[config.mk]
export PLATFORM = sky130hd
export DESIGN_NAME = sa_ram_rwsp_param
export DESIGN_NICKNAME = d
export VERILOG_FILES = /design/src/rtl/sa_ram_rwsp_param.sv
export SDC_FILE = /design/constraint.sdc
export NUM_CORES = 2
export LEC_CHECK = 0
export CORE_MARGIN = 2
export CORE_UTILIZATION = 60
export DETAILED_ROUTE_END_ITERATION = 16
export PLACE_DENSITY_LB_ADDON = 0.08
export SYNTH_ARGS = -nofsm -noshare
export SYNTH_HDL_FRONTEND = slang
export SYNTH_SLANG_ARGS = --single-unit
[constraint.sdc]
create_clock -name clk -period 2.81 [get_ports clk]
set_input_delay 0.4215 -clock clk [delete_from_list [all_inputs] [get_ports clk]]
set_output_delay 0.4215 -clock clk [all_outputs]
set_load 0.05 [all_outputs]
[src/rtl/sa_ram_rwsp_param.sv]
// sa_ram_rwsp_param
//   Single-port-style RAM with one write port and one two-stage read port.
//   Read path: ra is captured into ra_d on re. The array is read
//   combinationally from ra_d. The result is captured into dout on ore.
//   Out-of-range addresses raise a sticky err flag. Out-of-range writes
//   are dropped. Out-of-range reads return zero with dout_vld=0.
// Ports
//   clk, rstn      : clock, asynchronous active-low reset
//   ra, re         : read address, read-address capture enable
//   ore            : output-register capture enable
//   dout, dout_vld : registered read data, data-came-from-valid-address flag
//   wa, we, di     : write address, write enable, write data
//   err            : sticky out-of-range access flag
//   pwrbus_ram_pd  : power-down bus; bit 0 blocks writes
module sa_ram_rwsp_param #(
  parameter int DEPTH = 61,
  parameter int WIDTH = 65,
  parameter int AW = $clog2(DEPTH),
  parameter bit RDW_NEW = 1'b0,
  parameter bit FORCE_CONTENTION_ASSERTION_RESET_ACTIVE = 1'b0
) (
  input  logic             clk,
  input  logic             rstn,
  input  logic [AW-1:0]    ra,
  input  logic             re,
  input  logic             ore,
  output logic [WIDTH-1:0] dout,
  output logic             dout_vld,
  input  logic [AW-1:0]    wa,
  input  logic             we,
  input  logic [WIDTH-1:0] di,
  output logic             err,
  input  logic [31:0]      pwrbus_ram_pd
);

  // With a power-of-two depth every address is legal, so err is tied low.
  localparam bit POW2 = (DEPTH & (DEPTH - 1)) == 0;

  logic [WIDTH-1:0] mem [DEPTH];
  logic [AW-1:0]    ra_d;
  logic             ra_ok;
  logic             wa_ok, ra_in_ok, wr_en, bypass;
  logic [WIDTH-1:0] mem_q;

  // Only bit 0 of the power bus and none of the compatibility parameter matter.
  logic unused_ok;
  assign unused_ok = ^{pwrbus_ram_pd[31:1], FORCE_CONTENTION_ASSERTION_RESET_ACTIVE};

  assign wa_ok    = 32'(wa) < 32'(DEPTH);
  assign ra_in_ok = 32'(ra) < 32'(DEPTH);
  // rstn gates the write so the array is frozen while reset is held.
  assign wr_en    = we & wa_ok & ~pwrbus_ram_pd[0] & rstn;

  // Storage is deliberately not reset.
  always_ff @(posedge clk) begin
    if (wr_en) mem[wa] <= di;
  end

  always_ff @(posedge clk or negedge rstn) begin
    if (!rstn) begin
      ra_d  <= '0;
      ra_ok <= 1'b0;
    end else if (re) begin
      ra_d  <= ra;
      ra_ok <= ra_in_ok;
    end
  end

  assign mem_q = ra_ok ? mem[ra_d] : '0;

  // A same-edge write to the word being output may be forwarded.
  // A blocked write never qualifies because wr_en already excludes it.
  assign bypass = RDW_NEW && wr_en && ra_ok && (wa == ra_d);

  always_ff @(posedge clk or negedge rstn) begin
    if (!rstn) begin
      dout     <= '0;
      dout_vld <= 1'b0;
    end else if (ore) begin
      dout     <= bypass ? di : mem_q;
      dout_vld <= ra_ok;
    end
  end

  always_ff @(posedge clk or negedge rstn) begin
    if (!rstn) begin
      err <= 1'b0;
    end else if (!POW2 && ((we && !wa_ok && !pwrbus_ram_pd[0]) || (re && !ra_in_ok))) begin
      err <= 1'b1;
    end
  end

endmodule
## Yosys cells after proc, flatten, opt, wreduce, memory -nomap -nowiden

Memory sizes are Yosys's and may differ from the RTL's.
Cells that the tools add are included.

| word-level totals | value |
|---|---|
| register bits after elaboration | 74 |
| RAM bits | 3,965 |
| bits of input ports | 114 |
| memories kept | 1 |

Memory list:

| name | depth | width | rd ports | clocked after Yosys merged registers in | wr ports | line | source |
|---|---|---|---|---|---|---|---|
| mem | 61 | 65 | 1 | 0 | 1 | 39 | `logic [WIDTH-1:0] mem [DEPTH];` |

| operators by class | value |
|---|---|
| $lt $le $gt $ge | 2 |
| multiplexer cells | 3 |
| bitwise gates (word level) | 4 |
| reduce and logical (&&, ||, !) cells | 7 |

Operators with widths:

| cell | number |
|---|---|
| $mux W65 | 1 |
| $lt A6 B6 Y1 const B | 2 |
| $and A1 B1 Y1 | 3 |
| $logic_and A1 B1 Y1 | 3 |
| $logic_not A1 Y1 | 3 |
| $mux W1 | 2 |
| $logic_or A1 B1 Y1 | 1 |
| $not A1 Y1 | 1 |

## Logic depth before layout (Yosys ltp)

| logic depth | value |
|---|---|
| depth in word-level cells | 6 |
| gate-level depth with buffers | 9 |

## Least setup slack after synthesis

No wires, ideal clock.

| timing | value |
|---|---|
| path type | input-to-reg |
| from | in wa[5] |
| to | mem mem[31][0], enable pin |
| library setup time | 0.489 ns |
| arrival | 4.191 ns |
| data required time | 2.321 ns |
| setup slack | -1.870 ns |
| cell stages on the path | 6 |
| path buffers | 1 |
| cells stage by stage | clkbuf_1 > nand3_1 > nor2_1 > nor3b_1 > nand3_1 > nor2_1 |

| on the way | value |
|---|---|
| word-level cells in the longest chain between the ends | 6 |

RTL lines:

| item | line | source |
|---|---|---|
| start: declaration | 29 | `input logic [AW-1:0] wa,` |
| $lt A6 B6 Y1 | 49 | `assign wa_ok = 32'(wa) < 32'(DEPTH);` |
| $and A1 B1 Y1 (3 in series) | 52 | `assign wr_en = we & wa_ok & ~pwrbus_ram_pd[0] & rstn;` |
| $mux W1 | 56 | `if (wr_en) mem[wa] <= di;` |
| $mux W1 (implied by the code) | 56 |  |
| end: declaration | 39 |  |

Parallel ways exist; a longest one is shown, timed or not.

## Worst setup path after layout

| timing | value |
|---|---|
| from | reg ra_d[0] |
| to | reg dout[33] |

| on the way | value |
|---|---|
| word-level cells in the longest chain between the ends | 2 |

RTL lines:

| item | line | source |
|---|---|---|
| start: declaration | 40 | `logic [AW-1:0] ra_d;` |
| start signal: assignment | 64 | `ra_d <= ra;` |
| $mem_v2 Z61 W65 | - |  |
| $mux W65 | 69 | `assign mem_q = ra_ok ? mem[ra_d] : '0;` |
| end signal: assignment | 80 | `dout <= bypass ? di : mem_q;` |
| end: declaration | 27 | `output logic [WIDTH-1:0] dout,` |

Every way passes these cells.
A chain may end at the register's enable or synchronous reset.

==> flow_metrics.py <==
metrics = {
    "run_status": {
        "violations": "setup timing",
        "status": "finished, violations left",
    },
    "timing": {
        "finalMaxSlewViolations": 0,
        "setup_viol": 6,
        "fin_ws_ns": -0.0417,
        "finalClockSkew_ns": 0.0623,
        "hold_slack_ns": 0.0371,
        "min_period_ns": 2.85,
        "tightest_slew_ns": 1.25,
        "fmax_ghz": 0.351,
        "finalCritPeriodShare": 1.01,
        "hold_viol": 0,
        "rsz0062_at_grt": "yes",
        "relSlewSlack": 0.165,
    },
    "routing": {
        "totalWireLength_mm": 409,
        "first_pass_iters": 5,
        "drt_iter0_drc": 10723,
        "drc_errors": 0,
        "wl_per_cell_um": 34.0,
        "vias": 79480,
        "viasPerCell": 6.61,
        "ant_nets": 0,
    },
    "power_and_ir_drop": {
        "powerDensity_mw_per_mm2": 725,
        "peakVddDrop_mv": 0.666,
        "power_leakage_nw": 60.1,
        "switching_power_mw": 29.7,
        "p_sw_frac": 0.225,
        "power.internal_mw": 102,
        "p_seq_frac": 0.508,
        "p_comb_frac": 0.090,
        "p_clk_frac": 0.402,
    },
    "placed_design": {
        "port_buffers": 149,
        "dpl.hpwl_mm": 247,
        "dp_cells": 11195,
        "gp_congestion": 0.839,
        "place_ws_ns": -0.521,
    },
    "yosys": {
        "synth_flop_cell": "edfxtp_1",
        "synth_edf_count": 3965,
        "synth_top_area_frac": 0.777,
        "synth.distinct_cells": 39,
        "synth_seq_area_share": 0.790,
        "avgSynthCellArea_um2": 20.8,
        "ys_async_sr_fraction": 0.0183,
        "synth_area_mm2": 0.153,
        "yosysWarnings": 0,
        "synth-seq-cells": 4039,
        "synth_cells": 7347,
        "synth.largest_area_cell": "edfxtp_1",
        "ys_top_cells_by_area": "edfxtp_1 (78%), mux4_2 (9.4%), mux2i_1 (4.5%)",
        "syn-num-nets": 7461,
    },
    "global_routing": {
        "grt_pass1_vias": 79850,
        "grt.met3_usage": 0.0485,
        "grt_max_degree": 62,
        "met2_usage": 0.498,
        "grt_util_all_layers": 0.316,
        "grt_first_pass_wirelength_mm": 578,
        "antenna_found_initial": 31,
        "met1_usage": 0.448,
        "gr-total-overflow": 0,
        "top_usage_layer": "met2",
    },
    "cts": {
        "root_buffer": "clkbuf_16",
        "cts_buffers": 405,
        "cts_buffer_depth": 4,
        "htree_levels": 5,
        "cts.sinks": 4039,
        "clock_latency_ns": 0.98,
        "cts_tree": "done",
        "path_clk_slew_ns": 0.06,
    },
    "final_layout": {
        "instances_no_fill": 12027,
        "fin_nets": 8423,
        "synthToLayoutAreaGrowth_pct": 18.9,
        "drive_gt1_frac": 0.259,
    },
    "die": {
        "pin_count": 181,
        "die_h_um": 509,
        "dieArea_mm2": 0.259,
        "fp-row-count": 185,
        "start_util": 0.603,
        "core_area_mm2": 0.254,
        "die_x_um": 509,
    },
    "setup_path": {
        "required_ns": 3.61,
        "startpoint_type": "flop",
        "reg2regPathDepth": 8,
        "crit_fanout": 18,
        "arrival_ns": 3.65,
        "timing.rr.start": "ra_d[0]$_DFFE_PN0P_",
        "reg2reg_slack_ns": -0.04,
        "critPathKind": "flop to flop",
        "end_kind": "flop",
        "r2r_end": "dout[33]$_DFFE_PN0P_",
    },
    "min_path": {
        "worstHoldStart": "di[49]",
        "hold-path-endpoint": "mem[42][49]$_DFFE_PP_",
        "min_path_type": "input port to flop",
        "min_path_cells": 1,
    },
    "job": {
        "drv_cap": 0,
    },
}
Yosys cell counts (28+ instances only):
cell type and n:
clkbuf_1 202, a41oi_1 37, nand3_1 151, or3_1 38, o21ai_0 39, a22oi_1 405, dfrtp_1 74, mux4_2 642
or4_1 28, edfxtp_1 3965, inv_1 52, buf_1 53, mux2i_1 694, nand2_1 245, nor2_1 71, a21oi_1 269
buf_2 149, o22ai_1 111
metal layers:
| metal | wire length, um | share of wire | up-vias |
|---|---|---|---|
| met2 | 197000 | 0.48 | 4275 |
| li1 | - | - | 32560 |
| met4 | 20000 | 0.049 | 8 |
| met5 | 41 | 0.00010 | - |
| met1 | 156000 | 0.38 | 41808 |
| met3 | 35800 | 0.088 | 829 |
metrics by stage:
step                      instance area (um^2)  power, mW   TNS, ns   util
after floorplan                         153000       74.5  -6118.99      -
after detailed placement                168000       79.9  -1428.79  0.660
after global routing                    182000        135     -1.17  0.717
after CTS                               181000        132   -0.0324  0.713
after global placement                  168000       79.7  -1467.04  0.660
final                                   182000        132    -0.104  0.717
cell usage in the layout (no fill, tap or decap), types with 40 or more instances in the layout:
cell,n
nand3_1,148
nor2_4,63
a21oi_1,256
clkinv_2,70
bufinv_16,40
nand2_1,244
buf_4,401
a22oi_1,378
mux4_2,642
clkinv_1,74
inv_1,52
o22ai_1,108
edfxtp_1,3965
mux2i_1,688
clkdlybuf4s50_1,66
buf_12,366
dfrtp_1,70
clkbuf_1,90
buf_2,56
clkbuf_16,426
flip-flops by register name (all words and copies together), names as in the netlist:
register	flops
dout_vld	1
dout	65
ra_d	6
err	1
ra_ok	1
mem	3965
power groups by stage:
| stage | combinational (mW) | clock, mW | sequential (mW) |
|---|---|---|---|
| after global routing | 12.5 | 55.8 | 67.1 |
| after global placement | 11.3 | 0 | 68.4 |
| after detailed placement | 11.5 | 0 | 68.4 |
| final | 11.9 | 53.1 | 67.1 |
| after floorplan | 5.62 | 0 | 68.9 |
| after CTS | 11.6 | 53.5 | 67.1 |
kinds of logic (layout without fill, tap and decap cells):
family                 after synthesis  count (layout)  share of synthesized area
muxes                             1343            1343                      0.140
and+or+nand+nor                    587             587                     0.0180
other                                0              29                          0
DFF                               4039            4039                      0.790
AOI/OAI and AO/OA                  903             903                     0.0388
buffers and inverters              475            1760                     0.0134
cell type report:
type,count,area [um^2]
repair buffers,978,12700
inverters,52,195
clock buffers,522,10900
clock inverters,208,2060
multi-input cells,2833,31000
flip-flops and latches,4039,121000
fillers,14809,71800
well taps,3366,4210
diodes,29,72.6
timing repair:
item	CTS	global route
cloned	1	13
hold buffers	18	0
hold endpoints to repair	389	0
resized for setup	59	73
setup buffers	8	34
pin swaps	2	3
endpoints found under the setup margin	40	51
worst max path at each step:
stage	from	to	depth (start not counted)
global placement	wa[1]	mem[45][15]$_DFFE_PP_	9
finish	ra_d[0]$_DFFE_PN0P_	dout[33]$_DFFE_PN0P_	8
floorplan	wa[5]	mem[29][0]$_DFFE_PP_	6
global route	ra_d[0]$_DFFE_PN0P_	dout[27]$_DFFE_PN0P_	8
CTS	ra_d[0]$_DFFE_PN0P_	dout[33]$_DFFE_PN0P_	10
detailed placement	wa[1]	mem[45][15]$_DFFE_PP_	9
critical path, cell delays in order, from the launching register on:
cell and delay (ns):
dfrtp_4 0.57, buf_12 0.16, buf_12 0.25, buf_16 0.22, mux4_2 0.53, o22ai_1 0.21
buf_4 0.19, o22ai_1 0.10, or3_1 0.34
Power figures use the tool's default switching activity.
